==> config.mk <==
export PLATFORM = sky130hd
export DESIGN_NAME = ula_seq
export DESIGN_NICKNAME = d
export VERILOG_FILES = /design/src/rtl/ula_seq.sv
export SDC_FILE = /design/constraint.sdc
export NUM_CORES = 1
export LEC_CHECK = 0
export CELL_PAD_IN_SITES_DETAIL_PLACEMENT = 1
export CELL_PAD_IN_SITES_GLOBAL_PLACEMENT = 1
export CORE_MARGIN = 1.5
export CORE_UTILIZATION = 50
export CTS_BUF_LIST = sky130_fd_sc_hd__clkbuf_4 sky130_fd_sc_hd__clkbuf_8
export DETAILED_ROUTE_END_ITERATION = 16
export GPL_ROUTABILITY_DRIVEN = 0
export PLACE_DENSITY = 0.95
export SETUP_SLACK_MARGIN = 0.15
export SLEW_MARGIN = 20
export SYNTH_ARGS = -nofsm -noshare
export SYNTH_HDL_FRONTEND = slang
export SYNTH_SLANG_ARGS = --single-unit
==> constraint.sdc <==
create_clock -name clock -period 6.31 [get_ports clock]
set_clock_uncertainty 0.15 [all_clocks]
set_input_delay 0.631 -clock clock [delete_from_list [all_inputs] [get_ports clock]]
set_output_delay 0.631 -clock clock [all_outputs]
set_load 0.01 [all_outputs]
==> src/rtl/ula_seq.sv <==
// ula_seq: registered ALU with single-cycle logic/arith ops, iterative signed MUL and SRA,
// zero/negative/overflow flags and a start/busy/done handshake.
module ula_seq #(
  parameter int NUM_BITS = 8,
  parameter int SH_BITS = $clog2(NUM_BITS)
) (
  input  logic                clock,
  input  logic                reset,
  input  logic                start,
  input  logic [2:0]          F,
  input  logic [NUM_BITS-1:0] A,
  input  logic [NUM_BITS-1:0] B,
  output logic [NUM_BITS-1:0] Saida,
  output logic                FLAG_O,
  output logic                FLAG_Z,
  output logic                FLAG_N,
  output logic                busy,
  output logic                done
);
  localparam int W = NUM_BITS;
  typedef enum logic {IDLE, EXEC} state_t;
  state_t state, state_n;
  logic [2*W-1:0] acc, mc, pp, acc_n;
  logic [W-1:0] mp, sh, sh_n, sum, dif, r1, res;
  logic [SH_BITS-1:0] cnt, k;
  logic is_mul, accept, multi, last, complete, slt, o1, ovf;
  assign k = B[SH_BITS-1:0];
  assign accept = start && state == IDLE;
  assign multi = F == 3'b110 || (F == 3'b111 && k != '0);
  assign last = state == EXEC && (is_mul ? cnt == SH_BITS'(W-1) : cnt == SH_BITS'(1));
  assign complete = (accept && !multi) || last;
  assign busy = state == EXEC;
  always_ff @(posedge clock or posedge reset)
    if (reset) state <= IDLE;
    else state <= state_n;
  always_comb begin
    state_n = state == IDLE ? (accept && multi ? EXEC : IDLE) : (last ? IDLE : EXEC);
    sum = A + B;
    dif = A - B;
    slt = $signed(A) < $signed(B);
    // the multiplier MSB carries negative weight, so its partial product is subtracted
    pp = mp[0] ? mc : '0;
    acc_n = cnt == SH_BITS'(W-1) ? acc - pp : acc + pp;
    sh_n = {sh[W-1], sh[W-1:1]};
    r1 = F == 3'b000 ? A & B :
         F == 3'b001 ? A | B :
         F == 3'b010 ? sum :
         F == 3'b011 ? dif :
         F == 3'b100 ? A ^ B :
         F == 3'b101 ? {{(W-1){1'b0}}, slt} : A;
    o1 = F == 3'b010 ? (A[W-1] == B[W-1] && sum[W-1] != A[W-1]) :
         F == 3'b011 ? (A[W-1] != B[W-1] && dif[W-1] != A[W-1]) : 1'b0;
    res = state == IDLE ? r1 : (is_mul ? acc_n[W-1:0] : sh_n);
    ovf = state == IDLE ? o1 : (is_mul && acc_n != {{W{acc_n[W-1]}}, acc_n[W-1:0]});
  end
  always_ff @(posedge clock or posedge reset)
    if (reset) begin
      Saida <= '0;
      FLAG_O <= 1'b0;
      FLAG_Z <= 1'b0;
      FLAG_N <= 1'b0;
      done <= 1'b0;
      is_mul <= 1'b0;
      acc <= '0;
      mc <= '0;
      mp <= '0;
      sh <= '0;
      cnt <= '0;
    end else begin
      done <= complete;
      if (complete) begin
        Saida <= res;
        FLAG_O <= ovf;
        FLAG_Z <= res == '0;
        FLAG_N <= res[W-1];
      end
      if (accept) begin
        is_mul <= !F[0];
        acc <= '0;
        mc <= {{W{A[W-1]}}, A};
        mp <= B;
        sh <= A;
        cnt <= F[0] ? k : '0;
      end else if (state == EXEC) begin
        acc <= acc_n;
        mc <= mc << 1;
        mp <= mp >> 1;
        sh <= sh_n;
        cnt <= is_mul ? cnt + 1'b1 : cnt - 1'b1;
      end
    end
endmodule

-- Word-level counts from Yosys, hierarchy flattened
Cells that the tools add are included.
W data, S select, Z words.
- register bits: 65
- latch bits: 0
- RAM bits: 0
- memory bits (read-only): 0
- bits of input ports: 22
- memories: 0
- add/sub/neg operators: 6
- multiply operators: 0
- div/mod/pow operators: 0
- order comparisons: 1
- equality and inequality tests: 14
- shift-type cells: 0
- multiplexer cells: 29
- bitwise gates (word level): 4
- reductions and logical operators: 16
- operators with widths (kind ; count):
    $mux W16 ; 6
    $mux W8 ; 11
    $add A16 B16 Y16 ; 1
    $sub A16 B16 Y16 ; 1
    $eq A3 B3 Y1 const B ; 5
    $mux W3 ; 4
    $add A8 B8 Y8 ; 1
    $and A8 B8 Y8 ; 1
    $logic_and A1 B1 Y1 ; 8
    $logic_not A8 Y1 ; 1
    $lt A8 B8 Y1 ; 1
    $ne A8 B8 Y1 ; 1
    $or A8 B8 Y8 ; 1
    $sub A8 B8 Y8 ; 1
    $xor A8 B8 Y8 ; 1
    $mux W1 ; 7
    $mux W7 ; 1
    $eq A3 B1 Y1 const B ; 2
    $eq A3 B2 Y1 const B ; 2
    $add A3 B1 Y3 const B ; 1
    $logic_not A3 Y1 ; 1
    $ne A1 B1 Y1 ; 3
    $reduce_bool A3 Y1 ; 1
    $sub A3 B1 Y3 const B ; 1
    other kinds (5) ; 7

-- Depth between registers and ports, before layout
- word-level depth: 9
- gate-level depth with buffers: 19

-- Least setup slack after synthesis
No wires, ideal clock.
- path kind: reg2reg
- start: reg mp[0]
- end: reg FLAG_O
- setup time: 0.131 ns
- arrival time: 4.004 ns
- required time: 6.029 ns
- setup slack: 2.026 ns
- stages on the path, launching flop included: 20
- path buffers: 3
- period minus slack after synthesis: 4.284 ns
- path through: dfrtp_1 -> clkbuf_1 -> clkbuf_1 -> clkbuf_1 -> nand2_1 -> ha_1 -> nand2_1 -> a21oi_1 -> nor2_1 -> nor2_1 -> xnor2_1 -> ha_1 -> a21o_1 -> or2_1 -> or4_1 -> o211ai_2 -> nor3_2 -> or4_4 -> o221ai_2 -> a22oi_2
- word-level cells in the longest chain between the ends: 6
- RTL lines (what ; RTL line ; RTL):
    start: declaration ; 24 ; logic [W-1:0] mp, sh, sh_n, sum, dif, r1, res;
    start signal: assignment ; 87 ; mp <= mp >> 1;
    $mux W16 * ; 42 ; pp = mp[0] ? mc : '0;
    $add A16 B16 Y16 or $sub A16 B16 Y16 (tied branches) ; 43 ; acc_n = cnt == SH_BITS'(W-1) ? acc - pp : acc + pp;
    $mux W16 * ; 43 ;
    $ne A8 B8 Y1 * ; 54 ; ovf = state == IDLE ? o1 : (is_mul && acc_n != {{W{acc_n[W-1]}}, acc_n[W-1:0]});
    $logic_and A1 B1 Y1 * ; 54 ;
    $mux W1 * ; 54 ;
    end signal: assignment ; 73 ; FLAG_O <= ovf;
    end: declaration ; 14 ; output logic FLAG_O,
Mark *: on every way between the ends. The rest lies on a longest branch, timed or not.
A chain may end at the register's enable or synchronous reset.

-- Worst setup path after layout
Same ends and word-level chain as after synthesis.

==> run metrics <==
Highest Signal Layer met4; slew at the pin with the worst max-slew slack 0.999 ns; leakage 0.00274 uW; CP Class reg2reg; Ports 35; area share of the largest cell type after synthesis 0.282; Seq cells post-synth 63; Layout area overhead 11.5%; initial core utilization 0.514; CTS tree yes; Pre-Repair DR Iteration Count 7; Clock Latency Late Sink 0.38 ns; Setup-failing EPs final 0; TritonCTS Sinks 63; Nets 777; clk slew on worst S/H paths 0.08 ns; Crit. End Element register; period utilization 0.725; CP Launch Type register; initial antenna violation count 0; post-synth cell types 80; YS warnings 0; met3 routed WL 1310 um; crit path DAT 4.66 ns; post-synth net total 768; max-cap violations 0; Finished Cell Area 6240 um^2; Synth area leader dfrtp_1; worst-path maximum fanout 27; Via Count 5568; Fin. Hold Viols 0; Antenna Nets Post-Route 0; ANT cells 0; asr flop ratio synth 1.00; WHS 0.335 ns; outcome complete, no violations; average wire per standard cell 22.1 um; area of the mapped netlist 5600 um^2; minimum clock period 4.58 ns; top_reg_cell synth dfrtp_1; drc violations 0; Mapped Avg Cell Area 8.01 um^2; Root Driver clkbuf_8; Overall Power 4130 uW; Die ar. 11800 um^2; M1 wire length 7850 um; HPWL Detailed 13300 um; Critical Path RT 6.39 ns; detail-routed via count per cell 6.53; H-tree depth 3; WL final 18800 um; Port Buf Inserts 34; # rows 38; hold buffer count at CTS 0; postcts setup bufs 0; largest net degree at the start of global routing 92; grt ovf 0; synthesized instance count 699; first-pass GRT wire length 30600 um; die extent in x 109 um; synth cell count leaders nand2_1, dfrtp_1, o21ai_0, nor2_1, a21oi_1; setup TNS 0 ns; count leader, synth nand2_1; met2 wire len 8930 um; Slew HR 0.332; fmax 219 MHz; fin. max-slew vios 0; share of cells above drive strength 1 0.0729; Post-DP Area 5990 um^2; CTS resizes 0; RSZ-0062 raised after global routing false; gr usage total 0.337; maximum VDD drop 387 uV; Hold Crit Class reg2reg; initial DRC count 552; die height 109 um; PD cells 663 nW/um^2; CTS buffer count 9; vias in the first global route 5874; core area 10900 um^2; synth top area cells dfrtp_1, ha_1, nand2_1; sequential fraction of the synthesis area 0.282; number of synthesized flops with an enable pin 0; buffer depth of the longest clock path 2
==> power breakdown <==
part	total (uW)	switching, uW	internal, uW
clock network	470	195	275
registers	823	225	597
logic	2840	1740	1100
==> placed cells by master, fill, tap and decap left out, types with 6 or more instances in the layout <==
cell type,Yosys,layout
o211ai_1,8,8
nor2_1,60,60
inv_1,42,41
o21a_1,10,10
o21ai_0,61,61
nand3_1,9,9
a21o_1,9,9
xnor2_1,12,12
ha_1,44,44
a21oi_1,48,48
nand2_1,88,88
a211oi_1,12,12
nor2b_1,6,6
xor2_1,12,12
nand2b_1,7,7
dfrtp_1,63,62
mux2i_1,26,26
clkdlybuf4s50_1,0,34
clkbuf_8,0,10
nor3_1,25,25
a31oi_1,6,6
==> area by class of cell <==
type,instances,area [um^2]
clock inverters,6,115
clock buffers,10,138
repair buffers,39,378
inverters,43,161
flip-flops and latches,63,1580
well taps,140,175
fillers,1308,4650
multi-input cells,552,3690
==> per-layer routing <==
layer	vias to the layer above	GRT usage
met3	71	0.0723
met4	0	0.175
li1	2521	-
met2	243	0.546
met1	2733	0.421
met5	-	0
==> worst paths after layout <==
check	cells past startpoint	from	to	slack, ns
min in group asynchronous	3	reset	mc[14]$_DFFE_PP0P_	0.67
hold reg to reg	2	Saida[1]$_DFFE_PP0P_	Saida[1]$_DFFE_PP0P_	0.34
hold / removal	2	Saida[1]$_DFFE_PP0P_	Saida[1]$_DFFE_PP0P_	0.34
setup reg to reg	15	mp[0]$_DFFE_PP0P_	FLAG_O$_DFFE_PP0P_	1.73
setup / recovery	15	mp[0]$_DFFE_PP0P_	FLAG_O$_DFFE_PP0P_	1.73
max in group asynchronous	3	reset	busy$_DFF_PP0_	4.75
==> sequential cells by signal (all words and copies together), names as in the netlist <==
register / flops
mp: 8
mc: 16
FLAG_O: 1
done: 1
Saida: 8
FLAG_Z: 1
sh: 7
busy: 1
is_mul: 1
acc: 16
cnt: 3
==> kinds of logic after synthesis <==
kind of cell / count (synthesis) / share of synthesized area
XOR/XNOR: 24 / 0.0376
buffers and inverters: 84 / 0.0581
AND/OR/NAND/NOR: 236 / 0.201
AO/OA/AOI/OAI: 214 / 0.256
adder cells (fa/ha/maj): 47 / 0.109
multiplexers: 31 / 0.0566
flip-flops: 63 / 0.282
==> through the flow <==
step | cells | util | worst slack, ns
5_1_grt | 853 | 0.573 | 1.40
4_1_cts | 853 | 0.573 | 1.76
3_3_place_gp | 837 | 0.550 | 2.05
6_report | 853 | 0.573 | 1.73
2_1_floorplan | 699 | - | 2.03
3_5_place_dp | 837 | 0.550 | 1.78
==> worst max-delay path: stages (launching register included) <==
cell and delay, ns:
dfrtp_1 0.83, nand2_1 0.21, ha_1 0.27, nor2_1 0.22
nor2_1 0.07, o21ai_0 0.10, o211ai_1 0.20, ha_1 0.43
and3_1 0.24, a221oi_2 0.31, nor3_1 0.11, xnor2_1 0.38
o211ai_1 0.20, or4_4 0.44, o221ai_2 0.19, a22oi_2 0.07
(Power assumes the default switching activity.)
